**src/rtl/sequence_generator.sv**
```systemverilog
// Serial bit-stream source: shifts a latched pattern out MSB-first on w,
// optionally repeating it with a fixed idle gap between repetitions.
module sequence_generator #(
    parameter int WIDTH = 8,
    parameter int LEN_W = 4,
    parameter int CNT_W = 4,
    parameter int GAP   = 2
) (
    input  logic             clk,
    input  logic             reset,
    input  logic             start,
    input  logic [WIDTH-1:0] pattern,
    input  logic [LEN_W-1:0] len,
    input  logic [CNT_W-1:0] rep,
    input  logic             abort,
    output logic             ready,
    output logic             w,
    output logic             w_valid,
    output logic             done
);

    localparam logic [1:0] S_IDLE = 2'd0;
    localparam logic [1:0] S_SEND = 2'd1;
    localparam logic [1:0] S_GAP  = 2'd2;
    localparam logic [1:0] S_DONE = 2'd3;

    localparam int GAP_W = (GAP > 0) ? $clog2(GAP + 1) : 1;
    localparam logic [LEN_W-1:0] WIDTH_L  = LEN_W'(WIDTH);
    localparam logic [GAP_W-1:0] GAP_LOAD = (GAP > 0) ? GAP_W'(GAP - 1) : '0;

    logic [1:0]       state_reg, state_next;
    logic [WIDTH-1:0] pattern_reg, pattern_next;
    logic [LEN_W-1:0] len_reg, len_next;
    logic [LEN_W-1:0] idx_reg, idx_next;
    logic [CNT_W-1:0] rep_reg, rep_next;
    logic [GAP_W-1:0] gap_reg, gap_next;
    logic             w_reg, w_next;
    logic             w_valid_reg, w_valid_next;
    logic [LEN_W-1:0] len_eff;
    logic [WIDTH-1:0] bit_hits;

    assign len_eff = (len > WIDTH_L) ? WIDTH_L : len;

    always_comb begin
        state_next   = state_reg;
        pattern_next = pattern_reg;
        len_next     = len_reg;
        idx_next     = idx_reg;
        rep_next     = rep_reg;
        gap_next     = gap_reg;
        case (state_reg)
            S_IDLE: begin
                if (start) begin
                    pattern_next = pattern;
                    len_next     = len_eff;
                    rep_next     = rep;
                    if (len_eff != '0) begin
                        state_next = S_SEND;
                        idx_next   = len_eff - LEN_W'(1);
                    end else begin
                        state_next = S_DONE;
                    end
                end
            end
            S_SEND: begin
                if (abort) begin
                    state_next = S_IDLE;
                end else if (idx_reg != '0) begin
                    idx_next = idx_reg - LEN_W'(1);
                end else if (rep_reg != '0) begin
                    // Last bit of a repetition with more to follow.
                    if (GAP > 0) begin
                        state_next = S_GAP;
                        gap_next   = GAP_LOAD;
                    end else begin
                        idx_next = len_reg - LEN_W'(1);
                        rep_next = rep_reg - CNT_W'(1);
                    end
                end else begin
                    state_next = S_DONE;
                end
            end
            S_GAP: begin
                if (abort) begin
                    state_next = S_IDLE;
                end else if (gap_reg != '0) begin
                    gap_next = gap_reg - GAP_W'(1);
                end else begin
                    state_next = S_SEND;
                    idx_next   = len_reg - LEN_W'(1);
                    if (rep_reg != '0) begin
                        rep_next = rep_reg - CNT_W'(1);
                    end
                end
            end
            default: begin
                state_next = S_IDLE;
            end
        endcase
    end

    // Bit select of the next pattern bit without a narrowing index.
    generate
        for (genvar gi = 0; gi < WIDTH; gi++) begin : g_bit_sel
            assign bit_hits[gi] = (idx_next == LEN_W'(gi)) & pattern_next[gi];
        end
    endgenerate

    assign w_valid_next = (state_next == S_SEND);
    assign w_next       = w_valid_next & (|bit_hits);

    always_ff @(posedge clk) begin
        if (reset) begin
            state_reg   <= S_IDLE;
            pattern_reg <= '0;
            len_reg     <= '0;
            idx_reg     <= '0;
            rep_reg     <= '0;
            gap_reg     <= '0;
            w_reg       <= 1'b0;
            w_valid_reg <= 1'b0;
        end else begin
            state_reg   <= state_next;
            pattern_reg <= pattern_next;
            len_reg     <= len_next;
            idx_reg     <= idx_next;
            rep_reg     <= rep_next;
            gap_reg     <= gap_next;
            w_reg       <= w_next;
            w_valid_reg <= w_valid_next;
        end
    end

    assign ready   = (state_reg == S_IDLE);
    assign done    = (state_reg == S_DONE);
    assign w       = w_reg;
    assign w_valid = w_valid_reg;

endmodule
```
**config.mk**
```make
export PLATFORM = sky130hd
export DESIGN_NAME = sequence_generator
export DESIGN_NICKNAME = d
export VERILOG_FILES = /design/src/rtl/sequence_generator.sv
export SDC_FILE = /design/constraint.sdc
export NUM_CORES = 1
export LEC_CHECK = 0
export CORE_MARGIN = 2
export CORE_UTILIZATION = 48
export CTS_CLUSTER_DIAMETER = 30
export DETAILED_ROUTE_END_ITERATION = 10
export PLACE_DENSITY = 0.73
export REMOVE_ABC_BUFFERS = 1
export SYNTH_ARGS = -nofsm -noshare
export SYNTH_HDL_FRONTEND = slang
export SYNTH_SLANG_ARGS = --single-unit
```
**constraint.sdc**
```tcl
create_clock -name clk -period 2.1 [get_ports clk]
set_input_delay 0.315 -clock clk [delete_from_list [all_inputs] [get_ports clk]]
set_output_delay 0.315 -clock clk [all_outputs]
set_load 0.02 [all_outputs]
```
Word-level counts from Yosys, hierarchy flattened
Cells that the tools add are included.
- flip-flop bits (word level): 26
- bits of input ports: 20
- output and inout port bits: 4
- word-level logic and storage cells: 83
- bitwise gates (word level): 9
- add/sub/neg operators: 5
- reduce and logical (&&, ||, !) cells: 12
- magnitude comparators: 1
- eq/ne operators: 19
- muxes and demuxes: 29
- operators with widths (kind ; count):
    two-way mux 4 bit ; 11
    two-way mux 2 bit ; 11
    == test 4 x 3 -> 1 bit (second input constant) ; 4
    two-way mux 8 bit ; 2
    inequality test 2 bit (second input constant) ; 8
    subtractor 4 x 1 -> 4 bit (second input constant) ; 4
    one-hot mux 4 bit (3 select lines) ; 1
    nonzero test 4 bit ; 3
    bitwise AND 1 bit ; 9
    == test 4 x 2 -> 1 bit (second input constant) ; 2
    one-hot mux 4 bit (2 select lines) ; 1
    OR reduction 8 bit ; 1
    one-hot mux 2 bit (3 select lines) ; 1
    AND reduction 6 bit ; 1
    nonzero test 2 bit ; 3
    AND reduction 5 bit ; 1
    == test 2 x 1 -> 1 bit (second input constant) ; 2
    == test 2 bit (second input constant) ; 2
    == test 4 x 1 -> 1 bit (second input constant) ; 1
    > comparator 4 bit (second input constant) ; 1
    zero test 4 bit ; 1
    one-hot mux 2 bit (2 select lines) ; 1
    zero test 2 bit ; 1
    AND reduction 2 bit ; 1
    other kinds (2) ; 2

Depth between registers and ports, before layout
- word-level depth: 10
- gate-level depth with buffers: 10
- depth with buffers taken out: 10

Least setup slack after synthesis
OpenSTA, ideal clock, no wires.
- kind: input to register
- from: in len[0]
- to: reg w_reg (netlist: w)
- path slack: -0.066 ns
- library setup time: 0.125 ns
- required time: 1.975 ns
- buffers on the path: 0
- stages: 10
- arrival: 2.041 ns
- cells stage by stage: nor2b_1 > inv_1 > ha_1 > nor3b_1 > nor2_1 > mux2_1 > o211ai_1 > nor2b_1 > a31oi_1 > a31oi_1
- cells in the longest elaborated chain, start to end: 10
- elaborated cells on any way between the ends: 29
- classes of those cells: add/sub (1); order compare (1); eq/ne (8); mux (7); bitwise (9); reduce/logical (3)
- ends and longest elaborated chain (item ; line ; text):
    from (decl) ; 13 ; input logic [LEN_W-1:0] len,
    > comparator 4 bit ; 42 ; assign len_eff = (len > WIDTH_L) ? WIDTH_L : len;
    two-way mux 4 bit (*) ; 42 ;
    subtractor 4 x 1 -> 4 bit or nonzero test 4 bit (tied branches) ; 59, 57 ;
    two-way mux 4 bit ; 57 ; if (len_eff != '0) begin
    two-way mux 4 bit ; 53 ; if (start) begin
    one-hot mux 4 bit (3 select lines) ; 51 ; case (state_reg)
    == test 4 x 1 -> 1 bit, or another cell as far along ; 105 ; assign bit_hits[gi] = (idx_next == LEN_W'(gi)) & pattern_next[gi];
    bitwise AND 1 bit ; 105 ;
    OR reduction 8 bit ; 110 ; assign w_next = w_valid_next & (|bit_hits);
    bitwise AND 1 bit (*) ; 110 ;
    to (signal assigned) ; 129 ; w_reg <= w_next;
    to (decl) ; 37 ; logic w_reg, w_next;
Mark *: on every way between the ends. The rest lies on a longest branch, timed or not.
A chain may end at the register's enable or synchronous reset.

Worst setup path in the final report
- from: in len[3]
- to: reg w_reg (netlist: w)
Same word-level chain as after synthesis.

==> impl_metrics.csv <==
group,metric,value,unit
die,die_w,61.3,um
setup_path,worst_path_dominant_cell_family,"buffers and inverters",
clocking,ctsRootBufferMaster,"clkbuf_4",
worst_hold_path,holdCritPathClass,"reg -> reg",
drt,drtIter0Drc,124,
final_layout,nets,276,
grt,grt_util_met3,2.52,%
setup_path,path_cells,"dlygate4sd2_1 > nor2b_4 > inv_1 > ha_2 > nor3b_4 > nor2_2 > mux2_4 > o211ai_1 > buf_4 > a2111oi_4 > a31oi_1 > a31oi_1",
yosys,syn_avg_cell_area,8.17,sq um
grt,grt_pass1_wl,6570,um
sta,report.final.slew_viol_count,0,
clocking,hold_buffers,0,
grt,grtUsageMet2,41.9,%
setup_path,end_kind,"register",
sta,tightestPinTransition,0.396,ns
grt,grtUsageMet1,29.9,%
power,vdd_drop_max,0.485,mV
die,core,3080,sq um
yosys,synthesis.area,1580,sq um
final_layout,diodes,0,
yosys,ys.warnings.count,0,
setup_path,crit_path_max_incr_delay,0.32,ns
clocking,cts.clk_slew.worst_paths,0.13,ns
grt,grt_max_degree,19,
final_layout,syn2layout_area_growth,40.3,%
setup_path,worst-path-stages,12,
placed_design,port-buffer-count,23,
clocking,cts_sinks,26,
clocking,cts_buffers,3,
yosys,ys_types,46,
placed_design,hpwl,3060,um
sta,hold_viol,0,
yosys,yosysMostFrequentCell,"nor2_1",
power,powerDensity,600,nW/um^2
yosys,ys.flop_type,"dfxtp_1",
power,total_power,1330,uW
clocking,h-tree-depth,1,
yosys,ys_ff_latch,26,
drt,ant_nets,0,
yosys,synth_top_area_cell,"dfxtp_1",
setup_path,cp_num_buf_inv,3,
yosys,synth_edf_count,0,
sta,fmax,488,MHz
grt,grt.busiest_layer,"met2",
grt,grt_use_total,23.7,%
die,row_count,20,
sta,skew,0.00914,ns
placed_design,place.gp.congestion,0.892,
yosys,yosysSeqAreaShare,33.0,%
yosys,synth_top_area_share,33.0,%
final_layout,drive_gt1_share,27.1,%
setup_path,worst-r2r-cell-count,11,
die,fp.dieH,61.3,um
grt,grt_pass1_vias,1485,
yosys,yosys-top-cells-count,"32 x nor2_1, 26 x dfxtp_1, 13 x inv_1",
worst_hold_path,hold_depth,2,
setup_path,path_max_fanout,5,
setup_path,worstSetupStartpointType,"input pin",
final_layout,utilization,71.9,%
drt,dr.pass1.iters,4,
yosys,synth_cells,193,
outcome,outcome,"finished clean",
yosys,async_reset_ff_share,0,%
drt,route.detailed.wl_per_inst,14.8,um
setup_path,cp.arrival,2.27,ns
placed_design,placed_cell_area,2040,sq um
sta,slew_headroom,72.9,%
clocking,cts_tree,"built",
setup_path,cp_slowest_cell,"mux2_4",
drt,route.vias.total,1614,
yosys,synth_area_leaders,"dfxtp_1 33%, nor2_1 7.6%, mux2i_1 7.0%, ha_1 5.6%, a21oi_1 3.5%",
final_layout,largest_reg_flops,8,
sta,finalSetupTns,0,ns
sta,setup_violations,0,
clocking,clock_path_buffers,2,
setup_path,path_class,"in -> reg",
job,max-cap-violations,0,
die,io_pins,24,
die,start_util,51.3,%
sta,fin_crit,2.05,ns
setup_path,required,2.32,ns
power,leakagePower,0.000897,uW
die,fp.dieArea,3760,sq um
final_layout,multi_input_area,1070,sq um
final_layout,nFillCells,250,
grt,grt.overflow.total,0,
drt,post-route-drc-count,0,
setup_path,crit_top_cell,"a31oi_1",
drt,drt_wl_total,4300,um
final_layout,final_cell_area,2210,sq um
sta,rsz0062_at_grt,"true",
sta,finalCritPeriodShare,97.6,%
grt,grt_antenna_before_repair,0,
final_layout,seqCellArea,529,sq um
drt,via_per_inst,5.55,
clocking,clock_latency,0.31,ns
kinds of logic (layout without fill, tap and decap cells):
kind of cell | count (synthesis) | count (layout) | synth area share [%]
multiplexers | 13 | 13 | 8.41
flip-flops | 26 | 26 | 33.0
adder cells (fa/ha/maj) | 7 | 7 | 5.55
AO/OA/AOI/OAI | 41 | 41 | 18.4
XOR/XNOR | 2 | 2 | 1.11
buffers and inverters | 20 | 74 | 5.00
AND/OR/NAND/NOR | 84 | 84 | 28.5
where the power goes:
part	switching, uW	leakage (uW)	internal (uW)	total [uW]
registers	32.9	0.000216	534	567
clock network	136	0.0000138	67.1	203
logic	273	0.000668	283	556
total	442	0.000897	885	1330
cells in the final DEF (no fill, tap or decap), types with 5 or more instances in the layout:
master and n:
dfxtp_1 21, nand2b_1 5, clkdlybuf4s50_1 19, nand2_1 12, nand3_1 6, a21oi_1 11
inv_1 9, nor3_1 7, o21ai_0 5, buf_4 35, mux2i_1 10, nor2_1 31
stage by stage:
stage / cells / hold WS [ns] / setup slack (ns)
floorplan: 186 / 0.384 / -0.0663
global placement: 281 / 0.460 / -0.502
detailed placement: 281 / 0.459 / -0.617
CTS: 287 / 0.477 / -0.00402
global route: 291 / 0.492 / -0.0778
finish: 291 / 0.477 / 0.0503
path summary, 6_finish.rpt:
path	start	to	slack [ns]
min	len_reg[3]	len_reg[3]	0.48
min reg2reg	len_reg[3]	len_reg[3]	0.48
max	len[3]	w	0.05
max reg2reg	idx_reg[1]	w	0.06
area by class of cell:
cell class,count,area share [%]
inverters,13,2.32
clock buffers,3,1.02
repair buffers,58,22.0
multi-input cells,147,48.2
well taps,44,2.49
flip-flops and latches,26,23.9
routing by layer:
| layer | up-vias | routed length, um |
|---|---|---|
| met5 | - | 0 |
| met4 | 0 | 165 |
| met3 | 21 | 273 |
| met2 | 80 | 2110 |
| met1 | 724 | 1740 |
| li1 | 789 | - |
tightest hold or removal path: stages (launching register included):
cell and delay [ns]:
dfxtp_1 0.34, nand2_1 0.05, a21oi_1 0.05
repair_timing:
| item | in CTS | in global routing |
|---|---|---|
| endpoints found under the setup margin | 4 | 1 |
| setup buffers | 3 | 4 |
| cloned | 0 | 0 |
| resized for setup | 15 | 20 |
| pin swaps | 6 | 7 |
Power figures use the tool's default switching activity.
